===== src/rtl/mips_pkg.sv =====
// Shared fetch-stage definitions: redirect kinds, special instruction words,
// and fetch state encoding.
package mips_pkg;

  localparam logic [1:0] RK_BRANCH = 2'b00;
  localparam logic [1:0] RK_JUMP   = 2'b01;
  localparam logic [1:0] RK_JR     = 2'b10;
  localparam logic [1:0] RK_RSVD   = 2'b11;

  localparam logic [31:0] NOP_WORD      = 32'h0000_0000;
  localparam logic [31:0] HALT_WORD_DEF = 32'h1000_FFFF;

  typedef enum logic [1:0] {
    ST_START = 2'b00,
    ST_RUN   = 2'b01,
    ST_HALT  = 2'b10
  } fetch_state_e;

endpackage


===== src/rtl/next_pc_calc.sv =====
// Combinational redirect target computation for BRANCH / JUMP / JR.
module next_pc_calc
  import mips_pkg::*;
(
  input  logic [1:0]  kind,
  input  logic [31:0] pc4,
  input  logic [25:0] imm,
  input  logic [31:0] reg_val,
  output logic [31:0] target,
  output logic        misaligned
);

  // Select target by redirect kind; reserved kind yields pc4 and is ignored upstream.
  always_comb begin
    target     = pc4;
    misaligned = 1'b0;
    case (kind)
      RK_BRANCH: target = pc4 + {{14{imm[15]}}, imm[15:0], 2'b00};
      RK_JUMP:   target = {pc4[31:28], imm, 2'b00};
      RK_JR: begin
        target     = {reg_val[31:2], 2'b00};
        misaligned = |reg_val[1:0];
      end
      default:   target = pc4;
    endcase
  end

endmodule


===== src/rtl/instruction_fetch_unit.sv =====
// Fetch stage: owns the PC, drives the instruction memory address and fills
// the IF/ID register with stall / flush / redirect handling and HALT detection.
module instruction_fetch_unit
  import mips_pkg::*;
#(
  parameter logic [31:0] RESET_PC  = 32'h0000_0000,
  parameter int unsigned IMEM_AW   = 8,
  parameter logic [31:0] HALT_WORD = HALT_WORD_DEF
) (
  input  logic        clk,
  input  logic        reset,
  input  logic        stall,
  input  logic        flush,
  input  logic        redirect_valid,
  input  logic [1:0]  redirect_kind,
  input  logic [31:0] redirect_pc4,
  input  logic [25:0] redirect_imm,
  input  logic [31:0] redirect_reg,
  output logic [31:0] imem_addr,
  input  logic [31:0] imem_instr,
  output logic [31:0] ifid_instr,
  output logic [31:0] ifid_pc4,
  output logic        ifid_valid,
  output logic        halted,
  output logic        jr_misaligned,
  output logic        pc_out_of_range
);

  fetch_state_e state_q, state_d;
  logic [31:0]  pc_q, pc_d;
  logic [31:0]  instr_q, instr_d;
  logic [31:0]  pc4_q, pc4_d;
  logic         valid_q, valid_d;
  logic         halted_q, halted_d;
  logic         jr_mis_q, jr_mis_d;

  logic [31:0]  target;
  logic         misaligned;
  logic         redir;
  logic [31:0]  pc_plus4;

  next_pc_calc u_next_pc_calc (
    .kind       (redirect_kind),
    .pc4        (redirect_pc4),
    .imm        (redirect_imm),
    .reg_val    (redirect_reg),
    .target     (target),
    .misaligned (misaligned)
  );

  assign redir           = redirect_valid && (redirect_kind != RK_RSVD);
  assign pc_plus4        = pc_q + 32'd4;
  assign imem_addr       = pc_q;
  assign pc_out_of_range = |pc_q[31:IMEM_AW+2];
  assign ifid_instr      = instr_q;
  assign ifid_pc4        = pc4_q;
  assign ifid_valid      = valid_q;
  assign halted          = halted_q;
  assign jr_misaligned   = jr_mis_q;

  // Next-state / next-PC / IF/ID selection, priority redirect > stall > flush > normal.
  always_comb begin
    state_d  = state_q;
    pc_d     = pc_q;
    instr_d  = instr_q;
    pc4_d    = pc4_q;
    valid_d  = valid_q;
    jr_mis_d = redir && misaligned;
    case (state_q)
      ST_START: begin
        if (redir) pc_d = target;
        state_d = ST_RUN;
      end
      ST_RUN: begin
        if (redir) begin
          pc_d    = target;
          instr_d = NOP_WORD;
          pc4_d   = '0;
          valid_d = 1'b0;
        end else if (stall) begin
          if (flush) begin
            instr_d = NOP_WORD;
            pc4_d   = '0;
            valid_d = 1'b0;
          end
        end else if (flush) begin
          instr_d = NOP_WORD;
          pc4_d   = '0;
          valid_d = 1'b0;
          pc_d    = pc_plus4;
        end else begin
          instr_d = imem_instr;
          pc4_d   = pc_plus4;
          valid_d = 1'b1;
          // The halt word is still delivered downstream; only the PC freezes.
          if (imem_instr == HALT_WORD) state_d = ST_HALT;
          else                         pc_d    = pc_plus4;
        end
      end
      ST_HALT: begin
        // A redirect back onto the halt PC is the halt branch itself resolving.
        if (redir && (target != pc_q)) begin
          state_d = ST_RUN;
          pc_d    = target;
          instr_d = NOP_WORD;
          pc4_d   = '0;
          valid_d = 1'b0;
        end else if (!stall || flush) begin
          instr_d = NOP_WORD;
          pc4_d   = '0;
          valid_d = 1'b0;
        end
      end
      default: state_d = ST_START;
    endcase
    halted_d = (state_d == ST_HALT);
  end

  // Fetch state and IF/ID register, cleared asynchronously on reset.
  always_ff @(posedge clk or posedge reset) begin
    if (reset) begin
      state_q  <= ST_START;
      pc_q     <= RESET_PC;
      instr_q  <= NOP_WORD;
      pc4_q    <= '0;
      valid_q  <= 1'b0;
      halted_q <= 1'b0;
      jr_mis_q <= 1'b0;
    end else begin
      state_q  <= state_d;
      pc_q     <= pc_d;
      instr_q  <= instr_d;
      pc4_q    <= pc4_d;
      valid_q  <= valid_d;
      halted_q <= halted_d;
      jr_mis_q <= jr_mis_d;
    end
  end

endmodule


===== config.mk =====
export PLATFORM = sky130hd
export DESIGN_NAME = instruction_fetch_unit
export DESIGN_NICKNAME = d
export VERILOG_FILES = /design/src/rtl/mips_pkg.sv /design/src/rtl/next_pc_calc.sv /design/src/rtl/instruction_fetch_unit.sv
export SDC_FILE = /design/constraint.sdc
export NUM_CORES = 1
export LEC_CHECK = 0
export CAP_MARGIN = 40
export CORE_MARGIN = 2
export CORE_UTILIZATION = 40
export DETAILED_ROUTE_END_ITERATION = 10
export PLACE_DENSITY_LB_ADDON = 0.12
export SKIP_LAST_GASP = 1
export SLEW_MARGIN = 20
export SYNTH_ARGS = -nofsm -noshare
export SYNTH_HDL_FRONTEND = slang
export SYNTH_HIERARCHICAL = 1
export SYNTH_SLANG_ARGS = --single-unit

===== constraint.sdc =====
create_clock -name clk -period 5.75 [get_ports clk]
set_input_delay 1.15 -clock clk [delete_from_list [all_inputs] [get_ports clk]]
set_output_delay 1.15 -clock clk [all_outputs]
set_load 0.02 [all_outputs]

==> results.json, run 1 <==
{
  "status": "completed",
  "startpoint": "redirect_pc4[2]",
  "arrival_ns": 5.67,
  "drt_iter0_markers": 536,
  "tritoncts_num_sinks": 101,
  "ant_nets": 0,
  "finalSetupTns_ns": 0,
  "first_pass_grt_wire_length_um": 37400,
  "seq_area_frac_synth_pct": 32.8,
  "vdd_drop_max_mv": 0.140,
  "ys.flop_type": "dfrtp_1",
  "synth_cells": 790,
  "ctsRootBufferMaster": "clkbuf_16",
  "rr_startpoint": "imem_addr[2]$_DFFE_PP0P_",
  "synth_top_area_share_pct": 32.8,
  "die_height_um": 143,
  "tritoncts_clock_tree": "built",
  "placement_rows": 50,
  "finalSetupViolCount": 0,
  "share_clk_of_total_power_pct": 23.1,
  "clock_transition_at_the_register_clock_pins_on_the_worst_setup_and_hold_paths_after_cts_ns": 0.08,
  "max_slew_margin_pct": 54.4,
  "grt_max_degree": 56,
  "gp_congestion": 0.899,
  "post-synth-top-count-cell": "dfrtp_1",
  "unrepaired_setup_endpoints_after_global_routing": "no",
  "max_freq_mhz": 184,
  "timing.final.crit_period_ns": 5.43,
  "cpLargestDelayFamily": "compound AO/OA/AOI/OAI gates",
  "ios": 229,
  "ys_seq_elements": 101,
  "final_hold_viol_count": 0,
  "placedCellCount": 1246,
  "power_switching_uw": 983,
  "synthDominantAreaCellType": "dfrtp_1",
  "detailroute.via_count": 7051,
  "cap_violations": 0,
  "syn_area_per_cell_um2": 9.76,
  "critPathCaptureType": "flip-flop",
  "post_cts_hold_buffer_count": 0,
  "synth_fp_nets": 950,
  "post_synth_most_frequent_cells": "101 x dfrtp_1, 66 x xnor2_1, 62 x a22o_1",
  "post_route_cells_drive_above_1_share_pct": 11.1,
  "clock_latency_ns": 0.35,
  "power-per-cell-area_nw_per_um2": 245,
  "cts.htree.levels": 3,
  "grt_use_total_pct": 23.4,
  "drt_drc_violations_left": 0,
  "cts_made_buffers": 9,
  "floorplan.die_area_um2": 20400,
  "timing.hold.worst.class": "flip-flop to flip-flop",
  "synth_edf_count": 0,
  "placement.cell_area_um2": 10300,
  "floorplan.initialDensity_pct": 41.0,
  "worst_pin_slew_ns": 0.679,
  "grt-ovfl-total": 0,
  "crit_fanout": 3,
  "yosys-top-cells-area": "dfrtp_1 33%, mux4_2 7.6%, xnor2_1 7.5%",
  "comb_power_share_pct": 40.5,
  "ctsLongestPathBuffers": 2,
  "power.internal_uw": 1610,
  "antenna_found_initial": 0,
  "post_cts.resized_instances": 0,
  "cts.repair_timing.setup_buffer_count": 0,
  "area_of_the_core_um2": 18800,
  "critical_path_buf_inv_count": 3,
  "final.period_utilization_pct": 94.5,
  "critical_path_start_type": "input pin",
  "worstPathRequired_ns": 5.98,
  "timing.critical_path.cells": "clkdlybuf4s50_1, ha_1, inv_1, fa_1, nor2b_1, o21a_1, o21ai_0, a21bo_2, a21oi_4, nor2b_2, o31ai_2, xnor2_1, mux4_2, xnor2_1, nand4_1, nor4_2, buf_4, a21oi_1, o21ai_0, mux2_2",
  "min-delay-start": "ifid_valid$_DFFE_PP0P_",
  "timing_max_transition_violations_final": 0,
  "dpl.hpwl_um": 18900,
  "wl_um": 23800,
  "stdcell_area_um2": 10600,
  "timing.critical_path.slowest_stage_cell": "mux4_2",
  "crit_path_max_incr_delay_ns": 0.49,
  "firstDrtPassIters": 5,
  "leakage_uw": 0.00432,
  "drt-vias-per-instance": 5.59,
  "fillers": 1668,
  "ys_async_sr_fraction_pct": 100,
  "p_sw_share_pct": 37.9,
  "grt_pass1_vias": 6835,
  "syn2layout_area_growth_pct": 37.3,
  "yosysWarningCount": 6,
  "port_buffers": 228,
  "floorplan.die.width_um": 143,
  "synth.lib_cells_used.distinct": 78,
  "wire_per_inst_um": 18.9,
  "post_layout_nonfiller_instances": 1262,
  "fin_worst_skew_ns": 0.0120,
  "syn-cell-area_um2": 7710,
  "power_frac_seq_pct": 36.4,
  "number_of_nets_in_the_layout": 1157,
  "startpoint_to_endpoint_class_of_the_critical_path": "input pin to flip-flop",
  "antennaDiodeCount": 0
}
==> state kept, by name, summed over array words and instances, names as in the netlist <==
name and count:
jr_misaligned 1, ifid_pc4 32, halted 1, state_q 2, imem_addr 32, ifid_valid 1, ifid_instr 32
==> per-layer routing <==
layer  vias to the layer above  GRT usage (%)  wire [µm]
li1                       3414              -          -
met1                      3330           32.0      10600
met2                       276           38.0      11000
met3                        31           3.92       1640
met4                         0           7.40        567
met5                         -              0          0
==> final cells by class <==
cell class	instances	area (µm²)	area share, %
flip-flops and latches	101	2530	23.9
multi-input cells	614	4810	45.4
clock buffers	9	225	2.13
well taps	260	325	3.07
repair buffers	256	2570	24.3
inverters	15	58.8	0.555
clock inverters	7	67.6	0.638
==> per-stage QoR <==
| stage | setup slack [ns] | utilization (%) | power (µW) | hold slack [ns] |
|---|---|---|---|---|
| floorplan | 1.09 | - | 1580 | 0.585 |
| global placement | -0.0801 | 54.4 | 2000 | 0.468 |
| detailed placement | -0.0957 | 54.6 | 2010 | 0.473 |
| CTS | 0.248 | 56.1 | 2610 | 0.491 |
| global route | 0.00911 | 56.2 | 2740 | 0.512 |
| finish | 0.316 | 56.2 | 2600 | 0.487 |
==> path summary, 6_finish.rpt <==
check | to | slack [ns] | cells after the start
max reg2reg | imem_addr[30]$_DFFE_PP0P_ | 3.25 | 7
max in group asynchronous | imem_addr[1]$_DFFE_PP0P_ | 3.63 | 4
min | ifid_valid$_DFFE_PP0P_ | 0.49 | 1
min reg2reg | ifid_valid$_DFFE_PP0P_ | 0.49 | 1
max | imem_addr[0]$_DFFE_PP0P_ | 0.32 | 20
min in group asynchronous | ifid_instr[1]$_DFFE_PP0P_ | 1.07 | 2
==> placed cells by master, fill, tap and decap left out, types with 9 or more instances in the layout <==
cell,n
clkdlybuf4s50_1,228
dfrtp_1,101
xnor2_1,66
a22o_1,62
nand2_1,58
a21oi_1,56
o21ai_0,35
nor2_1,33
ha_1,30
nand4_1,28
mux4_2,26
nand3_1,25
buf_4,22
xor2_1,19
a21o_1,18
inv_1,13
nor4_1,10
nor3_1,10
o22ai_1,10
nand2b_1,9
clkbuf_16,9
==> kinds of logic (layout without fill, tap and decap cells) <==
group                    Yosys count  after routing  share of synthesized area (%)
XOR/XNOR                          85             85                           9.65
multiplexers                      34             34                           8.71
buffers and inverters             75            287                           5.47
AO/OA/AOI/OAI                    246            246                           22.9
AND/OR/NAND/NOR                  218            218                           15.4
adder cells (fa/ha/maj)           31             31                           5.13
flip-flops                       101            101                           32.8
==> power by group through the flow <==
stage / Combinational (µW) / Clock [µW] / Sequential, µW
finish: 1050 / 599 / 945
global route: 1140 / 640 / 962
CTS: 1050 / 615 / 944
detailed placement: 1050 / 0 / 956
global placement: 1040 / 0 / 957
floorplan: 616 / 0 / 969
No activity file was read; power rests on OpenSTA's default activity.
==> run 2: changes to the inputs <==
CTS_CLUSTER_SIZE = 25   (was not set)
==> results of run 2 <==
Same layout as run 1: the final DEF is identical, and so are final timing and power.
